===== src/rtl/dds_wave_gen.sv =====
// Phase-accumulator waveform generator: saw up/down, triangle or square from one accumulator.
// New configs queue in a one-entry pending slot and take effect only at a phase wrap.
module dds_wave_gen #(
  parameter int ACC_W  = 32,
  parameter int OUT_W  = 16,
  parameter int STEP_W = 16
) (
  input  logic              clk,
  input  logic              reset,
  input  logic              enable,
  // Config handshake: a transfer happens on any rising edge where cfg_valid && cfg_ready;
  // cfg_ready depends only on the pending slot, never on cfg_valid.
  input  logic              cfg_valid,
  output logic              cfg_ready,
  input  logic [STEP_W-1:0] cfg_step,
  input  logic [1:0]        cfg_mode,
  input  logic [OUT_W-1:0]  cfg_duty,
  output logic [OUT_W-1:0]  wave_out,
  output logic              wave_valid,
  output logic              wrap
);

  typedef enum logic [1:0] {
    MODE_SAW_UP = 2'd0,
    MODE_SAW_DN = 2'd1,
    MODE_TRI    = 2'd2,
    MODE_SQUARE = 2'd3
  } mode_e;

  localparam logic [OUT_W-1:0] DUTY_RST = {1'b1, {(OUT_W-1){1'b0}}};

  logic [ACC_W-1:0]  r_acc;
  logic [STEP_W-1:0] r_step_a;
  mode_e             r_mode_a;
  logic [OUT_W-1:0]  r_duty_a;
  logic              r_pend_valid;
  logic [STEP_W-1:0] r_step_p;
  mode_e             r_mode_p;
  logic [OUT_W-1:0]  r_duty_p;
  logic [OUT_W-1:0]  r_wave_out;
  logic              r_wave_valid;
  logic              r_wrap;

  logic [ACC_W-1:0]  w_step_ext;
  logic [ACC_W:0]    w_sum;
  logic              w_carry;
  logic              w_transfer;
  logic              w_accept;
  logic [OUT_W-1:0]  w_phase;
  logic [OUT_W-1:0]  w_fold;
  logic [OUT_W-1:0]  w_sample;

  assign w_step_ext = ACC_W'(r_step_a);
  assign w_sum      = {1'b0, r_acc} + {1'b0, w_step_ext};
  assign w_carry    = enable & w_sum[ACC_W];
  // An idle generator (step 0) never wraps, so it takes a pending config straight away.
  assign w_transfer = r_pend_valid & (w_carry | (r_step_a == '0));
  assign w_accept   = cfg_valid & ~r_pend_valid;
  assign cfg_ready  = ~r_pend_valid;

  assign w_phase = r_acc[ACC_W-1 -: OUT_W];
  assign w_fold  = {w_phase[OUT_W-2:0], 1'b0};

  always_comb begin
    w_sample = w_phase;
    case (r_mode_a)
      MODE_SAW_UP: w_sample = w_phase;
      MODE_SAW_DN: w_sample = ~w_phase;
      MODE_TRI:    w_sample = w_phase[OUT_W-1] ? ~w_fold : w_fold;
      MODE_SQUARE: w_sample = (w_phase < r_duty_a) ? '1 : '0;
      default:     w_sample = w_phase;
    endcase
  end

  always_ff @(posedge clk) begin
    if (reset) begin
      r_acc        <= '0;
      r_step_a     <= '0;
      r_mode_a     <= MODE_SAW_UP;
      r_duty_a     <= DUTY_RST;
      r_pend_valid <= 1'b0;
      r_step_p     <= '0;
      r_mode_p     <= MODE_SAW_UP;
      r_duty_p     <= DUTY_RST;
      r_wave_out   <= '0;
      r_wave_valid <= 1'b0;
      r_wrap       <= 1'b0;
    end else begin
      // The accumulator always advances with the old step; a transfer only affects later edges.
      if (enable) begin
        r_acc      <= w_sum[ACC_W-1:0];
        r_wave_out <= w_sample;
      end
      r_wave_valid <= enable;
      r_wrap       <= w_carry;

      if (w_transfer) begin
        r_step_a     <= r_step_p;
        r_mode_a     <= r_mode_p;
        r_duty_a     <= r_duty_p;
        r_pend_valid <= 1'b0;
      end else if (w_accept) begin
        r_step_p     <= cfg_step;
        r_mode_p     <= mode_e'(cfg_mode);
        r_duty_p     <= cfg_duty;
        r_pend_valid <= 1'b1;
      end
    end
  end

  assign wave_out   = r_wave_out;
  assign wave_valid = r_wave_valid;
  assign wrap       = r_wrap;

endmodule


===== config.mk =====
export PLATFORM = sky130hd
export DESIGN_NAME = dds_wave_gen
export DESIGN_NICKNAME = d
export VERILOG_FILES = /design/src/rtl/dds_wave_gen.sv
export SDC_FILE = /design/constraint.sdc
export NUM_CORES = 1
export LEC_CHECK = 0
export BUFFER_PORTS_ARGS = -buffer_cell sky130_fd_sc_hd__buf_2
export CORE_MARGIN = 10
export CORE_UTILIZATION = 60
export DETAILED_ROUTE_END_ITERATION = 10
export HOLD_SLACK_MARGIN = 0.06
export PLACE_DENSITY = 0.9
export SETUP_SLACK_MARGIN = 0.3
export SYNTH_ARGS = -nofsm -noshare
export SYNTH_HDL_FRONTEND = slang
export SYNTH_SLANG_ARGS = --single-unit

===== constraint.sdc =====
create_clock -name clk -period 3.27 [get_ports clk]
set_input_delay 0.654 -clock clk [delete_from_list [all_inputs] [get_ports clk]]
set_output_delay 0.654 -clock clk [all_outputs]
set_load 0.05 [all_outputs]

* Word-level counts from Yosys, hierarchy flattened
Index checks and enable logic that the tools add are counted.
** Word-level totals
- Output and inout port bits :: 19
- Logic and storage cells :: 31
- Input bits :: 38
- Register bits :: 119
** Cells by class
- Bitwise gates (word level) :: 8
- $add $sub $neg :: 1
- Reductions and logical operators :: 4
- Equal/unequal tests :: 3
- $lt $le $gt $ge :: 1
- Mux-type cells :: 3
** Operators by type and width (count)
- 16-bit case mux with 4 select lines :: 1
- 32-bit by 16-bit adder with 33-bit output :: 1
- 16-bit 2-to-1 mux :: 2
- 16-bit inverter :: 2
- 16-bit zero test :: 1
- 16-bit less-than comparator :: 1
- 2-bit equality test (second input constant) :: 2
- 1-bit bitwise AND :: 3
- 2-bit by 1-bit equality test with 1-bit output (second input constant) :: 1
- 2-bit zero test :: 1
- 1-bit inverter :: 2
- 2-bit AND reduction :: 1
- 2-bit OR reduction :: 1
- 1-bit bitwise OR :: 1

* Depth between registers and ports, before layout
- Word-level depth :: 6
- Depth in mapped cells :: 9
- Mapped depth without buffers :: 8

* Worst setup path before layout
Ideal clock, no wire load.
- Kind :: reg-to-reg
- From :: register r_acc[0]
- To :: register r_mode_a[1]
- Slack :: 0.966 ns
- Path buffers :: 1
- Arrival :: 2.235 ns
- Required time :: 3.201 ns
- Stages on the path, launching flop included :: 10
- Setup time :: 0.069 ns
- Path through :: dfxtp_1 > ha_1 > fa_1 > a211oi_2 > o21ai_2 > o211a_2 > o211ai_2 > buf_2 > nand3_1 > a21oi_2
** On the way
- Word-level cells in the longest chain between the ends :: 4
** Ends and longest elaborated chain
- from (decl) :: RTL line 32 : logic [ACC_W-1:0] r_acc;
- from (signal assigned) :: RTL line 91 : r_acc <= w_sum[ACC_W-1:0];
- 32-bit by 16-bit adder with 33-bit output :: RTL line 54 : assign w_sum = {1'b0, r_acc} + {1'b0, w_step_ext};
- 1-bit bitwise AND :: RTL line 55 : assign w_carry = enable & w_sum[ACC_W];
- 1-bit bitwise OR :: RTL line 57 : assign w_transfer = r_pend_valid & (w_carry | (r_step_a == '0));
- 1-bit bitwise AND :: RTL line 57
- to (signal assigned) :: RTL line 99 : r_mode_a <= r_mode_p;
- to (decl) :: RTL line 34 : mode_e r_mode_a;
Every way passes these cells.
A chain may end at the register's enable or synchronous reset.

* Final worst setup path
- From :: register r_acc[0]
- To :: register r_acc[20]
** On the way
- Word-level cells in the longest chain between the ends :: 1
** Ends and longest elaborated chain (RTL line)
- 32-bit by 16-bit adder with 33-bit output :: 54
Every way passes these cells.

==> flow_summary.ini <==
[clock_network]
cts-resized-gates = 0
h-tree-depth = 4
clk_latency_ns = 0.54
postCtsSetupRepairBufs = 0
cts_made_buffers = 17
clk_pin_slew_worst_paths_ns = 0.06
clkSinkCount = 119
cts_tree = yes
clk_path_buf_depth = 2
cts_hold_buffers = 0
cts-root-buf = clkbuf_8

[setup_path]
path_max_fanout = 13
cp.required_ns = 3.73
cp-start-kind = register
cp.arrival_ns = 3.24
worstSetupPathType = reg2reg
cp-end-kind = register

[placement]
place_congestion = 0.900
place_inst = 950
dp_hpwl_um = 10200
dp_slack_ns = 0.622
port-buffer-count = 56

[cells_and_area]
multi_input_area_um2 = 3590
nets = 904
regArea_um2 = 2380
fillers = 779
layout.cells.non_filler = 982
drive_gt1_share_pct = 16.2
num_antenna_cells = 0
syn2layout_area_growth_pct = 14.4
utilization_pct = 70.4

[logic_synthesis]
synth_seq_cells = 119
synth-edff-count = 0
async_flop_share_pct = 0
syn_area_um2 = 6350
synth.avg_cell_area_um2 = 7.88
synth.distinct_cells = 62
synth-seq-area-share_pct = 37.5
ys_warn_count = 0
ys.flop_type = dfxtp_1
syn_inst = 806
synth_nets = 877

[power_and_ir_drop]
ir_drop_v = 0.000437
fin_total_pwr_w = 0.00402
p_leak_nw = 3.08
power.density_nw_per_um2 = 552

[detailed_routing]
drt_iter0_markers = 589
dr.pass1.iters = 5
drc = 0
viasPerCell = 6.07
ant_nets = 0
vias = 5963
postRouteWirelength_um = 16200
routedWlPerCell_um = 16.5

[die]
ios = 57
initial_core_util_pct = 61.6
fp.dieW_um = 123
die_h_um = 123
core-area_um2 = 10300
die_area_um2 = 15100
rows = 37

[timing]
setup_viol = 0
hold_viol = 0
slew_headroom_pct = 27.6
finClkSkew_ns = 0.00718
fin_crit_ns = 2.79
finalCritPeriodShare_pct = 85.2
setup_slack_ns = 0.484
drv_slew = 0
clock.fmax_mhz = 359
rsz0062_at_grt = false
setup_tns_ns = 0
worst_slew_pin_slew_ns = 1.08

[global_route]
grt_max_degree = 88
grt_overflow = 0
grt_pass1_wl_um = 27100
antenna_found_initial = 0
grt_pass1_vias = 5757
grt_util_all_layers_pct = 21.6

[min_path]
hold_path_class = in2reg

[status]
status = complete, no violations

[run]
max_cap_viol_count = 0
==> layer usage <==
layer	track usage [%]	part of all wire, %	vias up
li1	-	-	2882
met1	27.7	45	2791
met2	34.0	46	257
met3	6.20	7.9	33
met4	7.95	1.7	0
met5	0	0	-
==> worst max-delay path, stage by stage (launching register included) <==
cell and delay [ns]:
dfxtp_1 0.31, ha_1 0.23, fa_1 0.44, a211oi_2 0.26, o21ai_2 0.15, o211a_2 0.32, o21ai_1 0.59, o21ai_0 0.23
a21oi_1 0.17
==> report_power, final <==
group / internal (W) / total (W) / switching, W / leakage [nW]
combinational: 0.000140 / 0.000439 / 0.000299 / 1.81
clock: 0.00129 / 0.00200 / 0.000718 / 0.298
sequential: 0.00152 / 0.00157 / 0.0000519 / 0.969
==> cells in the mapped netlist, types with 19 or more instances <==
cell        n  area (um2)
o22ai_1    20         125
nor2_1     62         233
inv_1      37         139
nand2_1    94         353
o21ai_0    39         195
ha_1       32         400
o21ai_1    29         145
nand3_1    40         200
clkbuf_1   32         120
a21oi_1   105         526
dfxtp_1   119        2380
xor2_1     19         166
==> state kept, by name, indices dropped and copies added (netlist names) <==
register and count:
wave_valid 1, r_step_p 16, r_pend_valid 1, r_duty_p 16, r_duty_a 16, r_mode_p 2, wave_out 16, wrap 1
r_step_a 16, r_acc 32, r_mode_a 2
==> path summary, 6_finish.rpt <==
path	endpoint	startpoint	depth (start not counted)	slack, ns
min	r_duty_p[15]	cfg_duty[15]	3	0.33
max reg2reg	r_acc[20]	r_acc[0]	8	0.48
max	r_acc[20]	r_acc[0]	8	0.48
min reg2reg	r_step_p[2]	r_step_p[2]	2	0.46
==> per-stage QoR <==
step,hold WS (ns),instance area [um2]
5_1_grt,0.315,7270
2_1_floorplan,0.431,6350
3_3_place_gp,0.441,6630
6_report,0.325,7270
4_1_cts,0.313,7270
3_5_place_dp,0.445,6630
==> logic make-up (layout without fill, tap and decap cells) <==
family          count (synthesis)  in the layout  share of synthesized area, %
compound gates                260            260                          24.4
simple gates                  256            256                          18.9
flops                         119            119                          37.5
buf+inv                        95            135                          6.18
fa+ha+maj                      33             33                          6.62
xor+xnor                       25             25                          3.45
mux                            18             18                          2.99
==> cell type report <==
type | instances | share of cell area [%]
Sequential cell | 119 | 32.8
Tap cell | 136 | 2.34
Clock inverter | 13 | 2.67
Inverter | 38 | 1.96
Timing Repair Buffer | 65 | 4.82
Multi-Input combinational cell | 592 | 49.4
Clock buffer | 19 | 6.08
==> cells in the final DEF, fill, tap and decap left out, types with 3 or more instances in the layout <==
| cell | netlist | final |
|---|---|---|
| a211oi_1 | 3 | 3 |
| a21o_1 | 15 | 15 |
| a21oi_1 | 105 | 105 |
| a21oi_2 | 15 | 15 |
| a31oi_1 | 4 | 4 |
| and2_1 | 3 | 3 |
| and3_1 | 3 | 3 |
| buf_2 | 9 | 55 |
| buf_4 | 0 | 10 |
| bufinv_16 | 0 | 4 |
| clkbuf_16 | 0 | 16 |
| clkbuf_8 | 0 | 3 |
| clkinvlp_4 | 0 | 4 |
| dfxtp_1 | 119 | 119 |
| ha_1 | 32 | 32 |
| inv_1 | 37 | 37 |
| inv_6 | 0 | 3 |
| mux2_2 | 8 | 8 |
| mux2i_1 | 10 | 10 |
| nand2_1 | 94 | 94 |
| nand2b_1 | 8 | 8 |
| nand3_1 | 40 | 40 |
| nand3b_1 | 3 | 3 |
| nand4_1 | 5 | 5 |
| nor2_1 | 62 | 62 |
| nor2b_1 | 11 | 10 |
| nor4_1 | 4 | 4 |
| o211ai_1 | 7 | 7 |
| o21ai_0 | 39 | 39 |
| o21ai_1 | 29 | 29 |
| o22ai_1 | 20 | 20 |
| o31ai_1 | 3 | 3 |
| or2_2 | 3 | 3 |
| or3_1 | 9 | 9 |
| xnor2_1 | 6 | 6 |
| xor2_1 | 19 | 19 |
No activity file was read; power rests on OpenSTA's default activity.
